[config.mk]
export PLATFORM = sky130hd
export DESIGN_NAME = irq_arbiter
export DESIGN_NICKNAME = d
export VERILOG_FILES = /design/src/rtl/irq_arbiter_pkg.sv /design/src/rtl/irq_arbiter_rr_picker.sv /design/src/rtl/irq_arbiter.sv
export SDC_FILE = /design/constraint.sdc
export NUM_CORES = 1
export LEC_CHECK = 0
export CAP_MARGIN = 20
export CORE_MARGIN = 2
export CORE_UTILIZATION = 40
export DETAILED_ROUTE_END_ITERATION = 7
export PLACE_DENSITY = 0.69
export SYNTH_ARGS = -nofsm -noshare
export SYNTH_HDL_FRONTEND = slang
export SYNTH_HIERARCHICAL = 1
export SYNTH_SLANG_ARGS = --single-unit
[constraint.sdc]
create_clock -name clk -period 3 [get_ports clk]
set_clock_uncertainty 0.15 [all_clocks]
set_input_delay 0.6 -clock clk [delete_from_list [all_inputs] [get_ports clk]]
set_output_delay 0.6 -clock clk [all_outputs]
set_load 0.03 [all_outputs]
[src/rtl/irq_arbiter_pkg.sv]
// Shared types and helpers for the interrupt arbiter.
`default_nettype none

package irq_arbiter_pkg;

    typedef enum logic [1:0] {
        IDLE    = 2'd0,
        GRANT   = 2'd1,
        HOLDOFF = 2'd2
    } state_t;

    localparam int              MAX_SRC  = 8;
    localparam logic [MAX_SRC-1:0] MASK_RST = '1;

    function automatic int id_w(input int n);
        return (n > 1) ? $clog2(n) : 1;
    endfunction

endpackage

`default_nettype wire

[src/rtl/irq_arbiter_rr_picker.sv]
// Combinational picker: first set request bit at or above ptr, wrapping.
`default_nettype none

module rr_picker #(
    parameter int NUM_SRC = 4,
    parameter int IDW     = 2
) (
    input  logic [NUM_SRC-1:0] req,
    input  logic [IDW-1:0]     ptr,
    output logic               found,
    output logic [IDW-1:0]     idx
);

    int             j;
    logic [IDW-1:0] jj;

    always_comb begin
        found = 1'b0;
        idx   = '0;
        j     = 0;
        jj    = '0;
        for (int k = 0; k < NUM_SRC; k++) begin
            j = int'(ptr) + k;
            if (j >= NUM_SRC) j = j - NUM_SRC;
            jj = IDW'(j);
            if (!found && req[jj]) begin
                found = 1'b1;
                idx   = jj;
            end
        end
    end

endmodule

`default_nettype wire

[src/rtl/irq_arbiter.sv]
// Latches peripheral interrupt requests and grants one at a time to the CPU.
`default_nettype none

module irq_arbiter
    import irq_arbiter_pkg::*;
#(
    parameter int NUM_SRC     = 4,
    parameter int DATA_W      = 4,
    parameter bit ROUND_ROBIN = 1'b1
) (
    input  logic                      clk,
    input  logic                      rst,
    input  logic [NUM_SRC-1:0]        srcReq,
    input  logic [NUM_SRC*DATA_W-1:0] srcData,
    input  logic                      cfgWe,
    input  logic [NUM_SRC-1:0]        cfgMask,
    input  logic                      cfgClrOverrun,
    input  logic                      irqAck,
    output logic                      irq,
    output logic [id_w(NUM_SRC)-1:0]  irqId,
    output logic [DATA_W-1:0]         irqData,
    output logic [NUM_SRC-1:0]        pending,
    output logic [NUM_SRC-1:0]        overrun,
    output logic [NUM_SRC-1:0]        mask
);

    localparam int IDW = id_w(NUM_SRC);

    state_t                           state_q;
    logic                             irq_q;
    logic [IDW-1:0]                   irqId_q;
    logic [DATA_W-1:0]                irqData_q;
    logic [IDW-1:0]                   rr_q;
    logic [NUM_SRC-1:0]               pending_q, pending_d;
    logic [NUM_SRC-1:0]               overrun_q, overrun_d;
    logic [NUM_SRC-1:0]               mask_q;
    logic [NUM_SRC-1:0][DATA_W-1:0]   data_q, data_d;
    logic [NUM_SRC-1:0]               ack_hit;

    logic                             win_found;
    logic [IDW-1:0]                   win_idx;
    logic [IDW-1:0]                   pick_ptr;

    assign pick_ptr = ROUND_ROBIN ? rr_q : '0;

    rr_picker #(
        .NUM_SRC (NUM_SRC),
        .IDW     (IDW)
    ) u_picker (
        .req   (pending_q & mask_q),
        .ptr   (pick_ptr),
        .found (win_found),
        .idx   (win_idx)
    );

    // A new request on the source being acknowledged keeps it pending without an overrun.
    always_comb begin
        ack_hit   = '0;
        pending_d = pending_q;
        overrun_d = overrun_q & ~{NUM_SRC{cfgClrOverrun}};
        data_d    = data_q;
        for (int i = 0; i < NUM_SRC; i++) begin
            ack_hit[i] = (state_q == GRANT) && irqAck && (irqId_q == IDW'(i));
            if (ack_hit[i]) pending_d[i] = 1'b0;
            if (srcReq[i]) begin
                pending_d[i] = 1'b1;
                data_d[i]    = srcData[i*DATA_W +: DATA_W];
                if (pending_q[i] && !ack_hit[i]) overrun_d[i] = 1'b1;
            end
        end
    end

    always_ff @(posedge clk or posedge rst) begin
        if (rst) begin
            pending_q <= '0;
            overrun_q <= '0;
            data_q    <= '0;
            mask_q    <= MASK_RST[NUM_SRC-1:0];
        end else begin
            pending_q <= pending_d;
            overrun_q <= overrun_d;
            data_q    <= data_d;
            if (cfgWe) mask_q <= cfgMask;
        end
    end

    always_ff @(posedge clk or posedge rst) begin
        if (rst) begin
            state_q   <= IDLE;
            irq_q     <= 1'b0;
            irqId_q   <= '0;
            irqData_q <= '0;
            rr_q      <= '0;
        end else begin
            case (state_q)
                IDLE: begin
                    if (win_found) begin
                        irqId_q   <= win_idx;
                        irqData_q <= data_q[win_idx];
                        irq_q     <= 1'b1;
                        rr_q      <= (win_idx == IDW'(NUM_SRC - 1)) ? '0 : win_idx + 1'b1;
                        state_q   <= GRANT;
                    end
                end
                GRANT: begin
                    if (irqAck) begin
                        irq_q   <= 1'b0;
                        state_q <= HOLDOFF;
                    end
                end
                HOLDOFF: state_q <= IDLE;
                default: begin
                    irq_q   <= 1'b0;
                    state_q <= IDLE;
                end
            endcase
        end
    end

    assign irq     = irq_q;
    assign irqId   = irqId_q;
    assign irqData = irqData_q;
    assign pending = pending_q;
    assign overrun = overrun_q;
    assign mask    = mask_q;

endmodule

`default_nettype wire

==> results of run 1 <==
worst register-to-register path: cells and delay by family, from the launching register on:
family | cells | cell delay [ns]
AO/OA/AOI/OAI | 3 | 0.80
multiplexers | 1 | 0.59
flip-flops | 1 | 0.39
AND/OR/NAND/NOR | 3 | 0.34
where the power goes:
group	switching, µW	internal (µW)
combinational	351	323
sequential	89.8	638
clock	178	209
stage by stage:
step / area [µm²] / setup slack, ns
floorplan: 1710 / 0.590
global placement: 2240 / 0.735
detailed placement: 2240 / 0.695
CTS: 2350 / 0.663
global route: 2350 / 0.493
finish: 2350 / 0.651
per-layer routing:
metal	vias to the layer above	wire length, µm	part of all wire
li1	580	-	-
met1	606	1580	0.43
met2	36	1900	0.51
met3	6	167	0.045
met4	0	47	0.013
met5	-	0	0
cell usage after synthesis (2+ instances only):
| master | instances |
|---|---|
| dfrtp_1 | 35 |
| nand3_1 | 3 |
| a21o_1 | 2 |
| nand2_1 | 23 |
| mux4_2 | 4 |
| o2bb2ai_1 | 2 |
| inv_1 | 12 |
| mux2_2 | 20 |
| o21ai_0 | 3 |
| nor2_1 | 2 |
| and2_1 | 4 |
| a32o_1 | 2 |
| a21oi_1 | 5 |
| dfstp_2 | 4 |
logic make-up after synthesis:
kind of cell / Yosys count / synth area share
simple gates: 37 / 0.108
flops: 39 / 0.574
buf+inv: 15 / 0.0380
fa+ha+maj: 1 / 0.00731
compound gates: 19 / 0.0834
mux: 25 / 0.190
sequential cells by signal, indices dropped and copies added (netlist names):
name / cells
irqId: 2
mask: 4
state_q: 2
irq: 1
pick_ptr: 2
irqData: 4
data_q: 16
pending: 4
overrun: 4
final cells by class:
class	count	share of cell area
flip-flops and latches	39	0.418
multi-input cells	82	0.283
repair buffers	49	0.207
clock buffers	7	0.0411
well taps	50	0.0267
inverters	13	0.0208
clock inverters	1	0.00320
worst max-delay path by stage:
| stage | startpoint | to | slack (ns) | cells past startpoint |
|---|---|---|---|---|
| 2_1_floorplan | mask[1] | irqData[2] | 0.59 | 8 |
| 3_3_place_gp | mask[2] | irqData[0] | 0.74 | 6 |
| 3_5_place_dp | mask[2] | irqData[0] | 0.70 | 6 |
| 4_1_cts | pending[0] | irqData[0] | 0.66 | 7 |
| 5_1_grt | pending[0] | irqData[1] | 0.49 | 7 |
| 6_report | pending[0] | irqData[0] | 0.65 | 7 |
==> metrics.txt, run 1 <==
status completed; most frequent cells in the layout clkdlybuf4s50_1 (47), dfrtp_1 (35), nand2_1 (23), mux2_2 (20), inv_1 (12); critical path's slowest cell mux4_2; post-cts resize count 0; flop2flop setup slack 0.65 ns; synthesized flop and latch total 39; Hold EP irqData[0]; grt peak-use layer met2; period utilisation layout 0.783; Critical Path AT 2.39 ns; CP required 3.04 ns; commonest non-fill, non-tap cell in the layout clkdlybuf4s50_1; post-layout util 0.578; H-tree levels 2; pin count of the biggest net entering global routing 40; Via density 5.10; cell taking the most area after synthesis dfrtp_1; WL/cell 15.3 µm; Final Hold Vio Count 0; DR DRC count 0; Die H 69.4 µm; ys flop type dfrtp_1; WL final 3700 µm; first-pass iteration count of the detailed router 4; FILL cells 325; critical path startpoint category flip-flop; total CTS buffers 5; CTS tree built; syn avg cell area 12.6 µm²; register area 981 µm²; Reg2Reg Depth 7; EDFF count, synth 0; Core ar. 4060 µm²; unrepaired setup endpoints after global routing false; YS warnings 6; Netlist cell types 29; DP HPWL 2860 µm; worst path cell trace and2_1 -> a21oi_1 -> o21ai_0 -> a21oi_1 -> mux4_2 -> nand2_1 -> nand2_1; Final setup violation count 0; syn nets 166; Peak Freq 426 MHz; # Post-CTS Setup Buffers 0; Layout Cells excl Fill 241; Final TNS setup 0 ns; Mapped Area 1710 µm²; global-route track usage on met1 0.218; share of the synthesized area in the top cell type 0.512; power per cell area 763 nW/µm²; Worst Setup End Kind flip-flop; antenna violations before repair 0; CTS root buf clkbuf_8; Hold Startpoint irqData[0]; top cells by area, synth dfrtp_1 (51%), mux2_2 (13%), dfstp_2 (6.1%); Die Width 69.4 µm; area occupied by multi-input gates 664 µm²; nets 220; met2 Resource Use GR 0.270; MaxCap Viol Count 0; Gate Count Post-Synth 136; Slew Limit Fails 0; Hold WC Path Type reg2reg; vias in the first global route 1,289; effective utilization at floorplan 0.422; first-pass GRT wire length 6290 µm; minimum clock period 2.35 ns; GPL Wtd Cong 0.740; Area Overhead vs Synth 37.2%; CP Buf/Inv Count 0; Skew-Pair Late Insertion Delay 0.29 ns; WHS 0.324 ns; Post-CTS Hold Buffers 0; worst r2r dst irqData[0]; FP Rows 23; actual slew at the worst max-slew pin 0.618 ns; Routed Antenna Nets 0; layout cells sized above 1 0.236; antenna diode count 0; total gr overflow 0; Longest Clk Path Bufs 2; Boundary Pins 48; CP max FO 6; clock-pin slew on the worst setup and hold paths 0.07 ns; die footprint 4810 µm²; share of the yosys chip area belonging to registers 0.574; Pleak 0.00101 µW; RR Startpoint pending[0]; Crit Path Category reg2reg; CP peak stage delay 0.58 ns; hold path depth 2; Pwr Total 1790 µW; routed vias 1,228; Port Buffer Count 47; Tot GR Track Use 0.167; Rel. slew slack 0.588; Async SR Flop Fraction 1.00; Clock Sink Count 39; placed cells 233; drt initial violations 44; M3 GR Usage 0.0320; IR drop worst, VDD 0.331 mV; family with the most delay on the worst path compound AO/OA/AOI/OAI gates
Note: power is estimated with default switching activity, not from simulation.
==> run 2: changes to the inputs <==
Clock period 3 ns to 2.5 ns, I/O delays scaled along.
==> run 2 against run 1 <==
  * Non-clock buffer count up 1
  * Wire length decreased by 1.9%
  * Global-route usage down 0.38 points
  * Sequential power up 20%
  * Worst hold slack about the same
  * Core utilization up 0.62 points
  * Critical endpoint is now irqData[3]
  * Largest power group unchanged
==> metrics.txt, run 2 (synthesized netlist as in run 1, its figures left out) <==
actual slew at the worst max-slew pin 0.500 ns (-0.117 ns); family with the most delay on the worst path compound AO/OA/AOI/OAI gates; minimum clock period 2.30 ns (-0.0498 ns); DP HPWL 2820 µm (-1.4%); IR drop worst, VDD 0.484 mV (+46%); H-tree levels 2 (unchanged); CTS tree built; Clock Sink Count 39 (unchanged); Port Buffer Count 47 (unchanged); Final TNS setup 0 ns (unchanged); Area Overhead vs Synth 38.6%; antenna violations before repair 0 (unchanged); Slew Limit Fails 0 (unchanged); first-pass GRT wire length 6130 µm (-2.5%); Final setup violation count 0 (unchanged); Hold WC Path Type reg2reg; Skew-Pair Late Insertion Delay 0.29 ns (about the same); CP required 2.53 ns (-0.51 ns); Boundary Pins 48 (unchanged); Reg2Reg Depth 7 (unchanged); CTS root buf clkbuf_8; total gr overflow 0 (unchanged); routed vias 1,216 (-0.98%); critical path startpoint category flip-flop; antenna diode count 0 (unchanged); CP peak stage delay 0.54 ns (-0.04 ns); clock-pin slew on the worst setup and hold paths 0.07 ns (about the same); hold path depth 2 (unchanged); first-pass iteration count of the detailed router 4 (unchanged); GPL Wtd Cong 0.766 (+3.4%); most frequent cells in the layout clkdlybuf4s50_1 (47), dfrtp_1 (35), nand2_1 (23), mux2_2 (20), inv_1 (12); Tot GR Track Use 0.163 (-0.00383); dpl ws 0.0688 ns (-0.626 ns); most frequent CP cell nand2_1; MaxCap Viol Count 0 (unchanged); Crit Path Category reg2reg; critical path depth 7 (unchanged); unrepaired setup endpoints after global routing false; FP Rows 23 (unchanged); power per cell area 940 nW/µm² (+23%); Via density 5.02 (-1.4%); Peak Freq 435 MHz (+2.2%); Worst Setup End Kind flip-flop; nets 221 (+0.45%); Post-CTS Hold Buffers 0 (unchanged); Die H 69.4 µm (unchanged); total CTS buffers 5 (unchanged); Largest Register data_q; Core ar. 4060 µm² (unchanged); WL final 3630 µm (-1.9%); worst path cell trace and2_1 -> inv_1 -> a221o_1 -> a21oi_2 -> mux4_2 -> nand2_1 -> nand2_1; status completed; DR DRC count 0 (unchanged); Critical Path AT 2.33 ns (-0.06 ns); commonest non-fill, non-tap cell in the layout clkdlybuf4s50_1; Longest Clk Path Bufs 2 (unchanged); Die Width 69.4 µm (unchanged); CP Buf/Inv Count 1 (+1); drt initial violations 41 (-6.8%); setup ws final 0.201 ns (-0.450 ns); critical path's slowest cell dfstp_2; die footprint 4810 µm² (unchanged); vias in the first global route 1,292 (+0.23%); WHS 0.325 ns (+0.000470 ns); Routed Antenna Nets 0 (unchanged); WL/cell 15.0 µm (-2.3%); pin count of the biggest net entering global routing 40 (unchanged); max reg flops 16 (unchanged); Rel. slew slack 0.665 (+0.0767); Final Hold Vio Count 0 (unchanged); CP max FO 3 (-3); Pleak 0.00102 µW (+1.6%); layout cells sized above 1 0.245 (+0.00919); period utilisation layout 0.920 (+0.137); effective utilization at floorplan 0.422 (unchanged)
-- run 2: layout make-up --
class	instances	area (µm²)
fillers	336	1690
flip-flops and latches	39	981
multi-input cells	82	668
repair buffers	50	493
clock buffers	6	82.6
well taps	50	62.6
inverters	13	48.8
clock inverters	2	35.0
-- run 2: tightest hold or removal path: cells and delay by family (launching register included) --
family        cells  cell delay (ns)
flops             1             0.34
simple gates      2             0.10
-- run 2: report_power, final --
| group | leakage (µW) | switching, µW | internal [µW] |
|---|---|---|---|
| clock network | 0.0000612 | 212 | 323 |
| registers | 0.000445 | 107 | 766 |
| logic | 0.000519 | 423 | 397 |
| total | 0.00102 | 743 | 1490 |
-- run 2: path summary, 6_finish.rpt --
path                       slack [ns]       start    endpoint
setup reg to reg                 0.20     mask[1]  irqData[3]
hold reg to reg                  0.32  irqData[1]  irqData[1]
max in group asynchronous        1.37         rst     mask[1]
setup / recovery                 0.20     mask[1]  irqData[3]
min in group asynchronous        0.47         rst  pending[2]
hold / removal                   0.32  irqData[1]  irqData[1]
-- run 2: metal layers --
| metal | GRT usage | routed length (µm) | vias up |
|---|---|---|---|
| li1 | - | - | 583 |
| met1 | 0.212 | 1660 | 597 |
| met2 | 0.256 | 1740 | 31 |
| met3 | 0.0552 | 177 | 5 |
| met4 | 0.0523 | 48 | 0 |
| met5 | 0 | 0 | - |
-- run 2: through the flow --
stage / instances / power (µW) / util / instance area (µm²)
after floorplan: 136 / 1390 / - / 1710
after global placement: 234 / 1680 / 0.554 / 2250
after detailed placement: 234 / 1700 / 0.554 / 2250
after CTS: 242 / 2240 / 0.583 / 2370
after global routing: 242 / 2360 / 0.584 / 2370
final: 242 / 2230 / 0.584 / 2370
-- run 2: timing repair --
action / 4_1_cts / 5_1_grt
setup endpoints to repair: 0 / 3
buffers inserted: 0 / 0
gates resized for setup: 0 / 1
